$ cat config.mk
export PLATFORM = sky130hd
export DESIGN_NAME = ring_burst_ctrl_flat
export DESIGN_NICKNAME = d
export VERILOG_FILES = /design/src/rtl/ring_ctrl_pkg.sv /design/src/rtl/ring_burst_ctrl_if.sv /design/src/rtl/ring_burst_addr_gen.sv /design/src/rtl/ring_burst_ctrl.sv /design/src/flat_wrapper.sv
export SDC_FILE = /design/constraint.sdc
export NUM_CORES = 1
export LEC_CHECK = 0
export ABC_CLOCK_PERIOD_IN_PS = 4600
export BUFFER_PORTS_ARGS = -buffer_cell sky130_fd_sc_hd__buf_2
export CORE_UTILIZATION = 50
export CTS_CLUSTER_SIZE = 24
export DETAILED_ROUTE_END_ITERATION = 16
export GPL_TIMING_DRIVEN = 0
export PLACE_DENSITY = 0.73
export SYNTH_ARGS = -nofsm -noshare
export SYNTH_HDL_FRONTEND = slang
export SYNTH_SLANG_ARGS = --single-unit
$ cat constraint.sdc
create_clock -name clk -period 4.6 [get_ports clk]
set_input_delay 0.92 -clock clk [delete_from_list [all_inputs] [get_ports clk]]
set_output_delay 0.92 -clock clk [all_outputs]
set_load 0.03 [all_outputs]
$ cat src/rtl/ring_ctrl_pkg.sv
// Shared types and sizing helpers for the ring buffer burst controller.
package ring_ctrl_pkg;

  typedef enum logic [1:0] {
    ST_IDLE  = 2'd0,
    ST_ISSUE = 2'd1,
    ST_DRAIN = 2'd2,
    ST_DONE  = 2'd3
  } state_t;

  localparam int AR_LEN_W = 8;

  // Width able to hold 0..depth inclusive (level and inflight counters).
  function automatic int lvl_width(input int depth);
    return $clog2(depth) + 1;
  endfunction

endpackage

$ cat src/rtl/ring_burst_ctrl_if.sv
// Job, DMA read-address/read-data and ring buffer signals of ring_burst_ctrl.
// Handshakes: a transfer happens on a rising clk edge where valid && ready; valid never waits on ready.
interface ring_burst_ctrl_if #(
  parameter int ADDR_WIDTH = 32,
  parameter int CNT_WIDTH  = 16,
  parameter int BUF_DEPTH  = 256
);
  localparam int LVL_W = ring_ctrl_pkg::lvl_width(BUF_DEPTH);

  logic                  start;
  logic [ADDR_WIDTH-1:0] base_addr;
  logic [CNT_WIDTH-1:0]  num_bursts;
  logic                  busy;
  logic                  done;
  logic                  err_last;
  logic                  ar_valid;
  logic                  ar_ready;
  logic [ADDR_WIDTH-1:0] ar_addr;
  logic [7:0]            ar_len;
  logic                  r_valid;
  logic                  r_last;
  logic                  r_ready;
  logic                  buf_wen;
  logic                  buf_ren;
  logic                  out_valid;
  logic                  out_ready;
  logic [LVL_W-1:0]      level;

  modport master (
    input  start, base_addr, num_bursts, ar_ready, r_valid, r_last, out_ready,
    output busy, done, err_last, ar_valid, ar_addr, ar_len, r_ready,
           buf_wen, buf_ren, out_valid, level
  );

  modport slave (
    output start, base_addr, num_bursts, ar_ready, r_valid, r_last, out_ready,
    input  busy, done, err_last, ar_valid, ar_addr, ar_len, r_ready,
           buf_wen, buf_ren, out_valid, level
  );
endinterface

$ cat src/rtl/ring_burst_addr_gen.sv
// Burst address stepper: holds the current request address and counts issued bursts.
module ring_burst_addr_gen #(
  parameter int ADDR_WIDTH = 32,
  parameter int CNT_WIDTH  = 16,
  parameter logic [ADDR_WIDTH-1:0] STRIDE = 512
) (
  input  logic                  clk,
  input  logic                  rst_n,
  input  logic                  load_i,
  input  logic [ADDR_WIDTH-1:0] base_i,
  input  logic [CNT_WIDTH-1:0]  num_i,
  input  logic                  fire_i,
  output logic [ADDR_WIDTH-1:0] addr_o,
  output logic                  pending_o,
  output logic                  last_o
);
  logic [ADDR_WIDTH-1:0] addr_q, addr_d;
  logic [CNT_WIDTH-1:0]  num_q, num_d;
  logic [CNT_WIDTH-1:0]  issued_q, issued_d;

  always_comb begin
    addr_d   = addr_q;
    num_d    = num_q;
    issued_d = issued_q;
    if (load_i) begin
      addr_d   = base_i;
      num_d    = num_i;
      issued_d = '0;
    end else if (fire_i) begin
      // Wraps naturally modulo 2^ADDR_WIDTH.
      addr_d   = addr_q + STRIDE;
      issued_d = issued_q + CNT_WIDTH'(1);
    end
  end

  always_ff @(posedge clk or negedge rst_n) begin
    if (!rst_n) begin
      addr_q   <= '0;
      num_q    <= '0;
      issued_q <= '0;
    end else begin
      addr_q   <= addr_d;
      num_q    <= num_d;
      issued_q <= issued_d;
    end
  end

  assign addr_o    = addr_q;
  assign pending_o = issued_q < num_q;
  assign last_o    = issued_q == (num_q - CNT_WIDTH'(1));
endmodule

$ cat src/rtl/ring_burst_ctrl.sv
// Burst read controller: reserves ring space before each DMA request and drains the ring.
module ring_burst_ctrl
  import ring_ctrl_pkg::*;
#(
  parameter int DATA_WIDTH   = 32,
  parameter int BURST_LENGTH = 128,
  parameter int BUF_DEPTH    = 256,
  parameter int ADDR_WIDTH   = 32,
  parameter int CNT_WIDTH    = 16
) (
  input  logic              clk,
  input  logic              rst_n,
  ring_burst_ctrl_if.master bus,
  output state_t            state_o
);
  localparam int LVL_W  = lvl_width(BUF_DEPTH);
  localparam int RES_W  = LVL_W + 2;
  localparam int BEAT_W = (BURST_LENGTH > 1) ? $clog2(BURST_LENGTH) : 1;
  localparam logic [ADDR_WIDTH-1:0] STRIDE    = ADDR_WIDTH'(BURST_LENGTH * DATA_WIDTH / 8);
  localparam logic [LVL_W-1:0]      BL_LVL    = LVL_W'(BURST_LENGTH);
  localparam logic [LVL_W-1:0]      ONE_LVL   = LVL_W'(1);
  localparam logic [RES_W-1:0]      BL_RES    = RES_W'(BURST_LENGTH);
  localparam logic [RES_W-1:0]      DEPTH_RES = RES_W'(BUF_DEPTH);
  localparam logic [BEAT_W-1:0]     LAST_BEAT = BEAT_W'(BURST_LENGTH - 1);

  state_t            state_q, state_d;
  logic [LVL_W-1:0]  level_q, level_d;
  logic [LVL_W-1:0]  inflight_q, inflight_d;
  logic [BEAT_W-1:0] beat_q, beat_d;
  logic              err_q, err_d;

  logic              busy, start_acc, ar_valid, ar_fire, wen, ren, out_valid;
  logic              space_ok, issue_pending, last_burst;
  logic [RES_W-1:0]  reserved;

  ring_burst_addr_gen #(
    .ADDR_WIDTH (ADDR_WIDTH),
    .CNT_WIDTH  (CNT_WIDTH),
    .STRIDE     (STRIDE)
  ) u_addr_gen (
    .clk       (clk),
    .rst_n     (rst_n),
    .load_i    (start_acc),
    .base_i    (bus.base_addr),
    .num_i     (bus.num_bursts),
    .fire_i    (ar_fire),
    .addr_o    (bus.ar_addr),
    .pending_o (issue_pending),
    .last_o    (last_burst)
  );

  assign busy      = state_q != ST_IDLE;
  assign start_acc = (state_q == ST_IDLE) && bus.start;
  // Only a request raises reserved, so ar_valid cannot drop before ar_ready.
  assign reserved  = RES_W'(level_q) + RES_W'(inflight_q);
  assign space_ok  = (reserved + BL_RES) <= DEPTH_RES;
  assign ar_valid  = (state_q == ST_ISSUE) && issue_pending && space_ok;
  assign ar_fire   = ar_valid && bus.ar_ready;
  assign wen       = bus.r_valid && busy;
  assign out_valid = level_q != '0;
  assign ren       = out_valid && bus.out_ready;

  always_comb begin
    level_d    = level_q;
    inflight_d = inflight_q;
    beat_d     = beat_q;
    err_d      = err_q;
    if (wen && !ren) level_d = level_q + ONE_LVL;
    if (ren && !wen) level_d = level_q - ONE_LVL;
    if (ar_fire) inflight_d = inflight_d + BL_LVL;
    if (wen && inflight_q != '0) inflight_d = inflight_d - ONE_LVL;
    if (start_acc) begin
      beat_d = '0;
      err_d  = 1'b0;
    end else if (wen) begin
      if (inflight_q == '0) err_d = 1'b1;
      if (beat_q == LAST_BEAT) begin
        beat_d = '0;
        if (!bus.r_last) err_d = 1'b1;
      end else begin
        beat_d = beat_q + BEAT_W'(1);
        if (bus.r_last) err_d = 1'b1;
      end
    end
  end

  always_comb begin
    state_d = state_q;
    unique case (state_q)
      ST_IDLE:  if (bus.start) state_d = (bus.num_bursts == '0) ? ST_DONE : ST_ISSUE;
      ST_ISSUE: if (ar_fire && last_burst) state_d = ST_DRAIN;
      // Looks at next-cycle counts so done follows the final read by one cycle.
      ST_DRAIN: if (inflight_d == '0 && level_d == '0) state_d = ST_DONE;
      ST_DONE:  state_d = ST_IDLE;
      default:  state_d = ST_IDLE;
    endcase
  end

  always_ff @(posedge clk or negedge rst_n) begin
    if (!rst_n) begin
      state_q    <= ST_IDLE;
      level_q    <= '0;
      inflight_q <= '0;
      beat_q     <= '0;
      err_q      <= 1'b0;
    end else begin
      state_q    <= state_d;
      level_q    <= level_d;
      inflight_q <= inflight_d;
      beat_q     <= beat_d;
      err_q      <= err_d;
    end
  end

  assign state_o       = state_q;
  assign bus.busy      = busy;
  assign bus.done      = state_q == ST_DONE;
  assign bus.err_last  = err_q;
  assign bus.ar_valid  = ar_valid;
  assign bus.ar_len    = AR_LEN_W'(BURST_LENGTH - 1);
  assign bus.r_ready   = busy;
  assign bus.buf_wen   = wen;
  assign bus.buf_ren   = ren;
  assign bus.out_valid = out_valid;
  assign bus.level     = level_q;
endmodule

$ cat src/flat_wrapper.sv
// flat-port wrapper written by rule: the top's interface ports become plain ports
module ring_burst_ctrl_flat import ring_ctrl_pkg::*;
#(
  parameter int DATA_WIDTH   = 32,
  parameter int BURST_LENGTH = 128,
  parameter int BUF_DEPTH    = 256,
  parameter int ADDR_WIDTH   = 32,
  parameter int CNT_WIDTH    = 16
)
  (clk, rst_n, state_o, bus_start, bus_base_addr, bus_num_bursts, bus_ar_ready, bus_r_valid, bus_r_last, bus_out_ready, bus_busy, bus_done, bus_err_last, bus_ar_valid, bus_ar_addr, bus_ar_len, bus_r_ready, bus_buf_wen, bus_buf_ren, bus_out_valid, bus_level);
  ring_burst_ctrl_if #(.ADDR_WIDTH(ADDR_WIDTH), .CNT_WIDTH(CNT_WIDTH), .BUF_DEPTH(BUF_DEPTH)) bus_i ();
  input  logic clk;
  input  logic rst_n;
  output state_t state_o;
  input wire logic [$bits(bus_i.start)-1:0] bus_start;
  input wire logic [$bits(bus_i.base_addr)-1:0] bus_base_addr;
  input wire logic [$bits(bus_i.num_bursts)-1:0] bus_num_bursts;
  input wire logic [$bits(bus_i.ar_ready)-1:0] bus_ar_ready;
  input wire logic [$bits(bus_i.r_valid)-1:0] bus_r_valid;
  input wire logic [$bits(bus_i.r_last)-1:0] bus_r_last;
  input wire logic [$bits(bus_i.out_ready)-1:0] bus_out_ready;
  output wire logic [$bits(bus_i.busy)-1:0] bus_busy;
  output wire logic [$bits(bus_i.done)-1:0] bus_done;
  output wire logic [$bits(bus_i.err_last)-1:0] bus_err_last;
  output wire logic [$bits(bus_i.ar_valid)-1:0] bus_ar_valid;
  output wire logic [$bits(bus_i.ar_addr)-1:0] bus_ar_addr;
  output wire logic [$bits(bus_i.ar_len)-1:0] bus_ar_len;
  output wire logic [$bits(bus_i.r_ready)-1:0] bus_r_ready;
  output wire logic [$bits(bus_i.buf_wen)-1:0] bus_buf_wen;
  output wire logic [$bits(bus_i.buf_ren)-1:0] bus_buf_ren;
  output wire logic [$bits(bus_i.out_valid)-1:0] bus_out_valid;
  output wire logic [$bits(bus_i.level)-1:0] bus_level;
  assign bus_i.start = bus_start;
  assign bus_i.base_addr = bus_base_addr;
  assign bus_i.num_bursts = bus_num_bursts;
  assign bus_i.ar_ready = bus_ar_ready;
  assign bus_i.r_valid = bus_r_valid;
  assign bus_i.r_last = bus_r_last;
  assign bus_i.out_ready = bus_out_ready;
  assign bus_busy = bus_i.busy;
  assign bus_done = bus_i.done;
  assign bus_err_last = bus_i.err_last;
  assign bus_ar_valid = bus_i.ar_valid;
  assign bus_ar_addr = bus_i.ar_addr;
  assign bus_ar_len = bus_i.ar_len;
  assign bus_r_ready = bus_i.r_ready;
  assign bus_buf_wen = bus_i.buf_wen;
  assign bus_buf_ren = bus_i.buf_ren;
  assign bus_out_valid = bus_i.out_valid;
  assign bus_level = bus_i.level;
  ring_burst_ctrl #(.DATA_WIDTH(DATA_WIDTH), .BURST_LENGTH(BURST_LENGTH), .BUF_DEPTH(BUF_DEPTH), .ADDR_WIDTH(ADDR_WIDTH), .CNT_WIDTH(CNT_WIDTH)) u_core (.clk(clk), .rst_n(rst_n), .bus(bus_i), .state_o(state_o));
endmodule
==> results of run 1 <==
cell families after synthesis:
kind of cell | share of synthesized area
AO/OA/AOI/OAI | 0.170
XOR/XNOR | 0.0900
adder cells (fa/ha/maj) | 0.0773
buffers and inverters | 0.0527
flip-flops | 0.359
multiplexers | 0.00800
other | 0.00117
AND/OR/NAND/NOR | 0.242
critical path: stages, from the launching register on:
cell and delay (ns):
dfrtp_2 0.42, ha_1 0.23, fa_2 0.37, a211o_1 0.35, a221oi_4 0.30, o21ai_2 0.13, xor2_1 0.17, ha_2 0.23
nand2_1 0.08, a2111oi_4 0.31, o2111a_2 0.24, and2_1 0.14, clkbuf_4 0.19
worst paths after layout:
kind / from / endpoint / cells past startpoint
hold / removal: u_core.u_addr_gen.addr_o[6] / u_core.u_addr_gen.addr_o[6] / 2
max in group asynchronous: rst_n / u_core.state_o[0] / 2
min in group asynchronous: rst_n / u_core.u_addr_gen.addr_o[21] / 1
hold reg to reg: u_core.u_addr_gen.addr_o[6] / u_core.u_addr_gen.addr_o[6] / 2
setup / recovery: u_core.bus.level[0] / bus_ar_valid / 12
setup reg to reg: u_core.bus.level[0] / u_core.u_addr_gen.addr_o[15] / 16
flip-flops by register name, indices dropped and copies added, names as in the netlist:
register / cells
u_core.u_addr_gen.addr_o: 32
u_core.u_addr_gen.issued_q: 16
u_core.u_addr_gen.num_q: 16
u_core.bus.level: 9
u_core.inflight_q: 9
u_core.beat_q: 7
u_core.state_o: 2
u_core.bus.err_last: 1
cells in the final DEF (no fill, tap or decap), types with 16 or more instances in the layout:
cell type,synthesis,final
a21oi_1,26,26
buf_2,9,112
buf_4,9,16
clkbuf_1,16,16
dfrtp_1,92,91
ha_1,38,37
inv_1,40,40
nand2_1,117,117
nand3_1,19,19
nand4_1,17,17
nor2_1,40,40
nor3_1,28,28
nor4_1,22,22
o21ai_0,46,46
xnor2_1,50,50
area by class of cell:
type	instances	share of cell area
buffer	37	0.0241
clock buffer	9	0.0296
tap	172	0.0282
timing repair buffer	112	0.0782
inverter	41	0.0202
clock inverter	7	0.0138
sequential	92	0.302
multi-input combinational	585	0.504
metal layers:
metal | vias to the layer above | wire length [um] | track usage
met4 | 0 | 286 | 0.0693
met5 | - | 0 | 0
met1 | 2815 | 7260 | 0.312
li1 | 2933 | - | -
met2 | 94 | 7950 | 0.429
met3 | 23 | 485 | 0.0511
where the power goes:
part	internal (mW)	switching, mW
clock	0.485	0.348
combinational	1.15	1.92
sequential	1.12	0.379
stage by stage:
step | worst slack, ns | instance area [sq um] | cells | total power [mW]
after floorplan | 0.381 | 6430 | 755 | 3.63
after global placement | 0.0995 | 7180 | 1032 | 4.40
after detailed placement | 0.105 | 7200 | 1033 | 4.43
after CTS | 0.0569 | 7560 | 1052 | 5.33
after global routing | 0.0208 | 7620 | 1055 | 5.82
final | 0.171 | 7620 | 1055 | 5.40
what timing repair did:
action                     CTS  global route
setup endpoints to repair    1             1
pin swaps                    2             2
setup buffers                3             3
resized for setup            3             6
==> out/metrics.csv, run 1 <==
metric,value,unit
run status,finished clean,
register bit total from synthesis,92,
Max Cap Violations,0,
layout net count,972,
total of fill cells in the finished design,1156,
type of the setup path with the least slack,flip-flop to output port,
Final HPWL DP,12100,um
headroom to the max-slew limit,0.277,
number of enable-type register cells in the synthesized netlist,0,
largest area contributor in the netlist,dfrtp_1,
max-slew violations,0,
Max Clk Rate,226,MHz
die boundary width,115,um
final worst path period share,0.963,
top cell type's share of synthesized area,0.359,
"Reg clk slew, reported paths",0.07,ns
sort of element at the start of the critical path,flip-flop,
prevailing post-synth register cell,dfrtp_1,
DRT Wirelength,16000,um
endpoint class of the critical path,output port,
residual antenna-violating net count after detailed routing,0,
count of input and output buffers,105,
final weighted congestion in routability-driven placement,0.884,
"Core Util, Final",0.606,
hold buffer count at cts,0,
maximum number of pins on one net before global-route repair,57,
Total Negative Setup Slacks,0,ns
area occupied by registers,2300,sq um
number of search-and-repair iterations in the first detailed-routing pass,5,
Hold/Removal Path Class,flip-flop to flip-flop,
area of the core region,12600,sq um
most instantiated library cell after synthesis,nand2_1,
Max clock buf depth,2,
Die H,115,um
Post-Synthesis Cells,749,
Yosys warning total,0,
deepest level of the CTS H-tree,3,
total I/O pin count,114,
Mean Syn Cell Area,8.56,sq um
number of antenna violations at the first check in global routing,0,
number of buffers inserted during clock tree synthesis,9,
placement row count,41,
wire length of the first global-routing pass,25500,um
antenna diode instance count,0,
Final Setup Violations,0,
Cell variety after synth,73,
part of the Yosys area used for sequential elements,0.359,
Slew @ Worst Pin,1.08,ns
final-layout worst hold slack,0.471,ns
global route overflow,0,
area delta synth->final,18.8,%
Clock Sink Count,92,
setup repair after global routing missed its margin,no,
number of DRC violations after detailed-routing iteration 0,398,
static leakage,3.45,nW
areal power density over the cells,709,nW/um^2
via count of the first global-routing pass,5284,
starting density of the core,0.510,
Netlist Area Pre-Place,6410,sq um
area of combinational cells with multiple inputs,3840,sq um
clock tree root driver cell,clkbuf_16,
post-DR wirelength/cell,15.1,um
Max IR drop VDD,0.423,mV
Fin. Hold Viols,0,
DRC violation count after routing,0,
clock latency on the worst-skew pair,0.36,ns
Total GRT Usage,0.248,
FF-to-FF setup slack,0.45,ns
highest net fanout along the worst path,3,
CTS tree,yes,
vias per cell,5.56,
largest cells by area after synthesis,"dfrtp_1 (36%), ha_1 (7.4%), nand2_1 (6.8%)",
Fin Clk Skew,0.0122,ns
asr flop ratio synth,1.00,
data arrival time of the critical path,3.51,ns
Die Footprint,13300,sq um
minimum period implied by the final worst setup slack,4.43,ns
via count of the routed design,5865,
required time reported for the critical path endpoint,3.68,ns
most numerous cell types in the synthesized netlist,"nand2_1 (117), dfrtp_1 (92), xnor2_1 (50), o21ai_0 (46)",
fraction of layout cells with a size suffix above 1,0.202,
No activity file was read; power rests on OpenSTA's default activity.
==> inputs of run 2 (changes only) <==
--- a/config.mk
+++ b/config.mk
@@ -7,3 +7,3 @@
 export LEC_CHECK = 0
-export ABC_CLOCK_PERIOD_IN_PS = 4600
+export ABC_CLOCK_PERIOD_IN_PS = 4900
 export BUFFER_PORTS_ARGS = -buffer_cell sky130_fd_sc_hd__buf_2
==> constraint.sdc (replaced) <==
create_clock -name clk -period 4.9 [get_ports clk]
set_input_delay 0 -clock clk [delete_from_list [all_inputs] [get_ports clk]]
set_output_delay 0 -clock clk [all_outputs]
set_load 0.03 [all_outputs]
==> run 2 against run 1 <==
  * Power down 7.5%
  * Final cell count rose by 4.1%
  * Largest cell class unchanged
  * Clock skew fell by 0.0010 ns
  * Cell area up 5.3%
  * Worst setup slack better by 0.22 ns
  * Register-to-register slack got worse by 0.06 ns
  * Wire length rose by 5.4%
  * Critical path depth grew 3
  * Die area is the same
  * Worst hold slack lost 0.40 ns
==> out/metrics.csv, run 2 (synthesized netlist as in run 1, its figures left out) <==
metric,value,unit
run status,finished clean,
global-route met1 utilization,0.318,
setup slack at placement,0.492,ns
total of fill cells in the finished design,1085,
via count of the first global-routing pass,5617,
Post-CTS Repair Setup Buffers,0,
Fin. Hold Viols,0,
number of DRC violations after detailed-routing iteration 0,412,
proportion of power drawn by combinational gates,0.559,
fraction of layout cells with a size suffix above 1,0.179,
via count of the routed design,6081,
deepest level of the CTS H-tree,3,
CTS tree,yes,
"commonest non-fill, non-tap cell in the layout",nand2_1,
flip-flop count of the largest register after layout,32,
minimum period implied by the final worst setup slack,4.51,ns
endpoint class of the critical path,flip-flop,
static leakage,3.62,nW
Final Setup Violations,0,
residual antenna-violating net count after detailed routing,0,
wire length of the first global-routing pass,26900,um
clock latency on the worst-skew pair,0.36,ns
highest-delay cell along the critical path,dfrtp_1,
post-route cell area,8020,sq um
maximum number of pins on one net before global-route repair,57,
launch point of the worst reg-to-reg path,u_core.bus.level[0],
GR met2 Demand/Resource,0.461,
area occupied by registers,2300,sq um
required time reported for the critical path endpoint,5.12,ns
sort of element at the start of the critical path,flip-flop,
cell-by-cell listing of the critical path,ha_1 -> fa_1 -> a211o_1 -> a221oi_2 -> o21ai_1 -> xor2_1 -> ha_1 -> nand2_1 -> a2111oi_2 -> o2111a_1 -> nand4_2 -> buf_2 -> nor3_1 -> xnor2_1 -> o21ai_1,
Max Cap Violations,0,
Die Footprint,13300,sq um
relative contribution of the clock network to total power,0.157,
Max clock buf depth,2,
Die H,115,um
Fin Clk Skew,0.0112,ns
highest net fanout along the worst path,10,
Max IR drop VDD,0.395,mV
setup slack of the critical path after layout,0.388,ns
final worst path period share,0.921,
headroom to the max-slew limit,0.277,
type of the setup path with the least slack,flip-flop to flip-flop,
die boundary width,115,um
Switching Power,2.46,mW
Reg2Reg Depth,15,
Total Negative Setup Slacks,0,ns
number of cells after detailed placement,1033,
antenna diode instance count,0,
Seq pwr share,0.284,
number of antenna violations at the first check in global routing,0,
DRT Wirelength,16800,um
global route overflow,0,
final weighted congestion in routability-driven placement,0.884,
Hold/Removal Path Class,input pin to flip-flop,
placed inst area,7200,sq um
end point of the critical path,u_core.u_addr_gen.addr_o[15],
total I/O pin count,114,
proportion of total power due to net switching,0.493,
maximum cell stage delay along the critical path,0.51,ns
max-slew violations,0,
FF-to-FF setup slack,0.39,ns
area of combinational cells with multiple inputs,3790,sq um
final standard cell count with taps included and fillers excluded,1098,
Final HPWL DP,12100,um
setup repair after global routing missed its margin,no,
area delta synth->final,25.1,%
layout net count,1015,
most frequent cells in the layout,"nand2_1 (117), buf_2 (113), dfrtp_1 (92)",
Clock Sink Count,92,
data arrival time of the critical path,4.74,ns
"Most Used Layer, Global Route",met2,
fraction of met3 tracks used by global routing,0.0517,
vias per cell,5.54,
beginning of the critical path,u_core.bus.level[0],
placement row count,41,
post-DR wirelength/cell,15.3,um
number of search-and-repair iterations in the first detailed-routing pass,4,
clock tree root driver cell,clkbuf_16,
area of the core region,12600,sq um
"Reg clk slew, reported paths",0.07,ns
Slew @ Worst Pin,1.07,ns
count of input and output buffers,105,
"Core Util, Final",0.638,
number of buffers inserted during clock tree synthesis,9,
DRC violation count after routing,0,
Total GRT Usage,0.261,
Max Clk Rate,222,MHz
internal power,2.53,mW
critical register-to-register path endpoint,u_core.u_addr_gen.addr_o[15],
areal power density over the cells,623,nW/um^2
starting density of the core,0.510,
-- run 2: worst min-delay path by stage --
stage,start,end,slack (ns),cells past startpoint
6_report,bus_r_last,u_core.bus.err_last,0.07,4
5_1_grt,bus_r_last,u_core.bus.err_last,0.13,4
4_1_cts,bus_r_last,u_core.bus.err_last,0.07,4
3_5_place_dp,rst_n,u_core.u_addr_gen.addr_o[23],0.1,1
3_3_place_gp,bus_base_addr[7],u_core.u_addr_gen.addr_o[7],0.19,3
2_1_floorplan,rst_n,u_core.beat_q[0],-0.30,0
-- run 2: per-stage QoR --
stage	hold slack (ns)	power, mW
after floorplan	-0.296	3.41
after global placement	0.193	4.13
after detailed placement	0.0966	4.16
after CTS	0.0685	4.99
after global routing	0.132	5.37
final	0.0686	4.99
-- run 2: power by group through the flow --
stage | Clock, mW | Combinational [mW] | Sequential, mW
detailed placement | 0 | 2.74 | 1.42
global placement | 0 | 2.71 | 1.42
finish | 0.785 | 2.79 | 1.42
floorplan | 0 | 1.73 | 1.67
CTS | 0.791 | 2.78 | 1.41
global route | 0.819 | 3.09 | 1.47
-- run 2: layout make-up --
| class | count | share of cell area |
|---|---|---|
| Multi-Input combinational cell | 585 | 0.473 |
| Sequential cell | 92 | 0.287 |
| Timing Repair Buffer | 155 | 0.130 |
| Clock buffer | 9 | 0.0281 |
| Tap cell | 172 | 0.0268 |
| Buffer | 37 | 0.0229 |
| Inverter | 41 | 0.0192 |
| Clock inverter | 7 | 0.0131 |
-- run 2: what timing repair did --
item | in CTS | in global routing
endpoints found under the hold margin | 103 | 0
resized for setup | 0 | 0
hold buffers | 49 | 0
setup endpoints to repair | 0 | 0
-- run 2: metal layers --
layer / part of all wire / routed length, um / up-vias
met3: 0.040 / 669 / 33
met2: 0.50 / 8420 / 142
met1: 0.44 / 7360 / 2891
met5: 0 / 0 / -
met4: 0.023 / 386 / 0
li1: - / - / 3015
-- run 2: worst max-delay path: cells and delay by family, from the launching register on --
family / cells / cell delay, ns
AO/OA/AOI/OAI: 6 / 1.65
XOR/XNOR: 2 / 0.33
adder cells (fa/ha/maj): 3 / 0.93
buffers and inverters: 1 / 0.31
flip-flops: 1 / 0.51
AND/OR/NAND/NOR: 3 / 0.63
==> inputs of run 3 (changes only) <==
CORE_UTILIZATION = 42   (was 50)
PLACE_DENSITY = unset   (was 0.73)
==> run 3 against run 2 <==
  * The flow now finishes with violations (design-rule violations)
  * Sequential power is essentially flat
  * Wire length grew 9.6%
  * Global-route usage is 2.5 points lower
  * First-iteration DRC count down 21%
  * Die area rose by 19%
  * Non-clock buffer count stayed put
  * Power fell by 0.11%
  * Core utilization down 9.4 points
  * Via count grew 2.4%
  * Worst setup slack worse by 0.076 ns
  * Combinational power grew 2%
  * Worst hold slack better by 0.023 ns
  * Critical path type unchanged
  * Largest power group unchanged
==> out/metrics.csv, run 3 (synthesized netlist as in run 1, its figures left out) <==
metric,value,unit
run status,"complete, but fails checks",
violated checks,design-rule violations,
data arrival time of the critical path,4.80,ns
endpoint class of the critical path,flip-flop,
global route overflow,0,
"commonest non-fill, non-tap cell in the layout",nand2_1,
flip-flop count of the largest register after layout,32,
minimum period implied by the final worst setup slack,4.59,ns
Switching Power,2.51,mW
Max clock buf depth,2,
vias per cell,5.62,
starting density of the core,0.436,
wire length of the first global-routing pass,29600,um
sort of element at the start of the critical path,flip-flop,
critical path buffer and inverter count,1,
Clock Sink Count,92,
total of fill cells in the finished design,1347,
Die Footprint,15800,sq um
area occupied by registers,2300,sq um
Total GRT Usage,0.236,
setup repair after global routing missed its margin,no,
final standard cell count with taps included and fillers excluded,1109,
DRC violation count after routing,6,
clock latency on the worst-skew pair,0.35,ns
post-route cell area,8000,sq um
number of DRC violations after detailed-routing iteration 0,324,
via count of the first global-routing pass,6029,
cell-by-cell listing of the critical path,ha_1 -> fa_1 -> a211o_1 -> a221oi_2 -> o21ai_1 -> xor2_1 -> ha_1 -> nand2_1 -> a2111oi_2 -> o2111a_1 -> nand4_2 -> buf_2 -> nor3b_1 -> xnor2_1 -> o21ai_1,
Slew @ Worst Pin,1.17,ns
count of input and output buffers,105,
antenna diode instance count,0,
Max IR drop VDD,0.360,mV
CTS tree,yes,
highest net fanout along the worst path,10,
die boundary width,126,um
internal power,2.48,mW
DRT Wirelength,18500,um
via count of the routed design,6229,
relative contribution of the clock network to total power,0.141,
number of cells after detailed placement,1045,
"Reg clk slew, reported paths",0.07,ns
Fin Clk Skew,0.00572,ns
highest-delay cell along the critical path,dfrtp_1,
post-DR wirelength/cell,16.6,um
areal power density over the cells,623,nW/um^2
"Core Util, Final",0.544,
Hold/Removal Path Class,input pin to flip-flop,
area of the core region,14700,sq um
final-layout worst hold slack,0.0915,ns
maximum cell stage delay along the critical path,0.51,ns
Seq pwr share,0.287,
Fin. Hold Viols,0,
number of search-and-repair iterations in the first detailed-routing pass,11,
most frequent cells in the layout,"nand2_1 (117), buf_2 (113), dfrtp_1 (92)",
max-slew violations,0,
critical path's top delay family,compound AO/OA/AOI/OAI gates,
type of the setup path with the least slack,flip-flop to flip-flop,
area delta synth->final,24.8,%
fraction of layout cells with a size suffix above 1,0.177,
placed inst area,7220,sq um
layout net count,1015,
Final Setup Violations,0,
Post-CTS Repair Setup Buffers,0,
Final HPWL DP,13700,um
final worst path period share,0.936,
Die H,126,um
total I/O pin count,114,
proportion of power drawn by combinational gates,0.571,
Max Cap Violations,0,
final weighted congestion in routability-driven placement,0.858,
number of buffers inserted during clock tree synthesis,9,
static leakage,3.61,nW
required time reported for the critical path endpoint,5.12,ns
headroom to the max-slew limit,0.210,
proportion of total power due to net switching,0.503,
clock tree root driver cell,clkbuf_16,
Max Clk Rate,218,MHz
residual antenna-violating net count after detailed routing,0,
placement row count,44,
Total Negative Setup Slacks,0,ns
maximum number of pins on one net before global-route repair,49,
number of antenna violations at the first check in global routing,0,
area of combinational cells with multiple inputs,3790,sq um
deepest level of the CTS H-tree,3,
run 3: layer usage:
metal  GRT usage  up-vias  wire, um
met5           0        -         0
met4      0.0868        0       344
met3      0.0240       28       623
met2       0.404      142      9030
met1       0.309     3041      8460
li1            -     3018         -
run 3: tightest hold or removal path: stages:
cell     delay [ns]
buf_2          0.10
xnor2_1        0.13
a31oi_1        0.05
o21ai_0        0.13
run 3: path summary, 6_finish.rpt:
check / from / cells past startpoint / slack, ns / to
max: u_core.bus.level[0] / 15 / 0.31 / u_core.u_addr_gen.addr_o[19]
min: bus_r_last / 4 / 0.09 / u_core.bus.err_last
max reg2reg: u_core.bus.level[0] / 15 / 0.31 / u_core.u_addr_gen.addr_o[19]
min reg2reg: u_core.u_addr_gen.addr_o[8] / 2 / 0.48 / u_core.u_addr_gen.addr_o[8]
max in group asynchronous: rst_n / 3 / 4.05 / u_core.bus.level[4]
min in group asynchronous: rst_n / 2 / 0.20 / u_core.u_addr_gen.addr_o[15]
run 3: repair_timing:
action,CTS,global route
resized for setup,0,0
endpoints found under the hold margin,92,0
hold buffers,49,0
run 3: stage by stage:
step / total power [mW] / worst slack (ns)
2_1_floorplan: 3.41 / 0.930
3_3_place_gp: 4.15 / 0.478
3_5_place_dp: 4.23 / 0.361
4_1_cts: 4.99 / 0.332
5_1_grt: 5.35 / 0.0200
6_report: 4.99 / 0.312
run 3: power by group through the flow:
stage | logic, mW | registers (mW) | clock network [mW]
final | 2.85 | 1.43 | 0.705
after CTS | 2.84 | 1.43 | 0.723
after global routing | 3.12 | 1.48 | 0.749
after floorplan | 1.73 | 1.67 | 0
after detailed placement | 2.80 | 1.43 | 0
after global placement | 2.72 | 1.42 | 0
run 3: layout make-up:
cell class                 count  area share
multi-input combinational    585       0.474
sequential                    92       0.288
timing repair buffer         155       0.131
tap                          184      0.0288
clock buffer                  10      0.0286
buffer                        37      0.0230
inverter                      41      0.0192
clock inverter                 5     0.00766
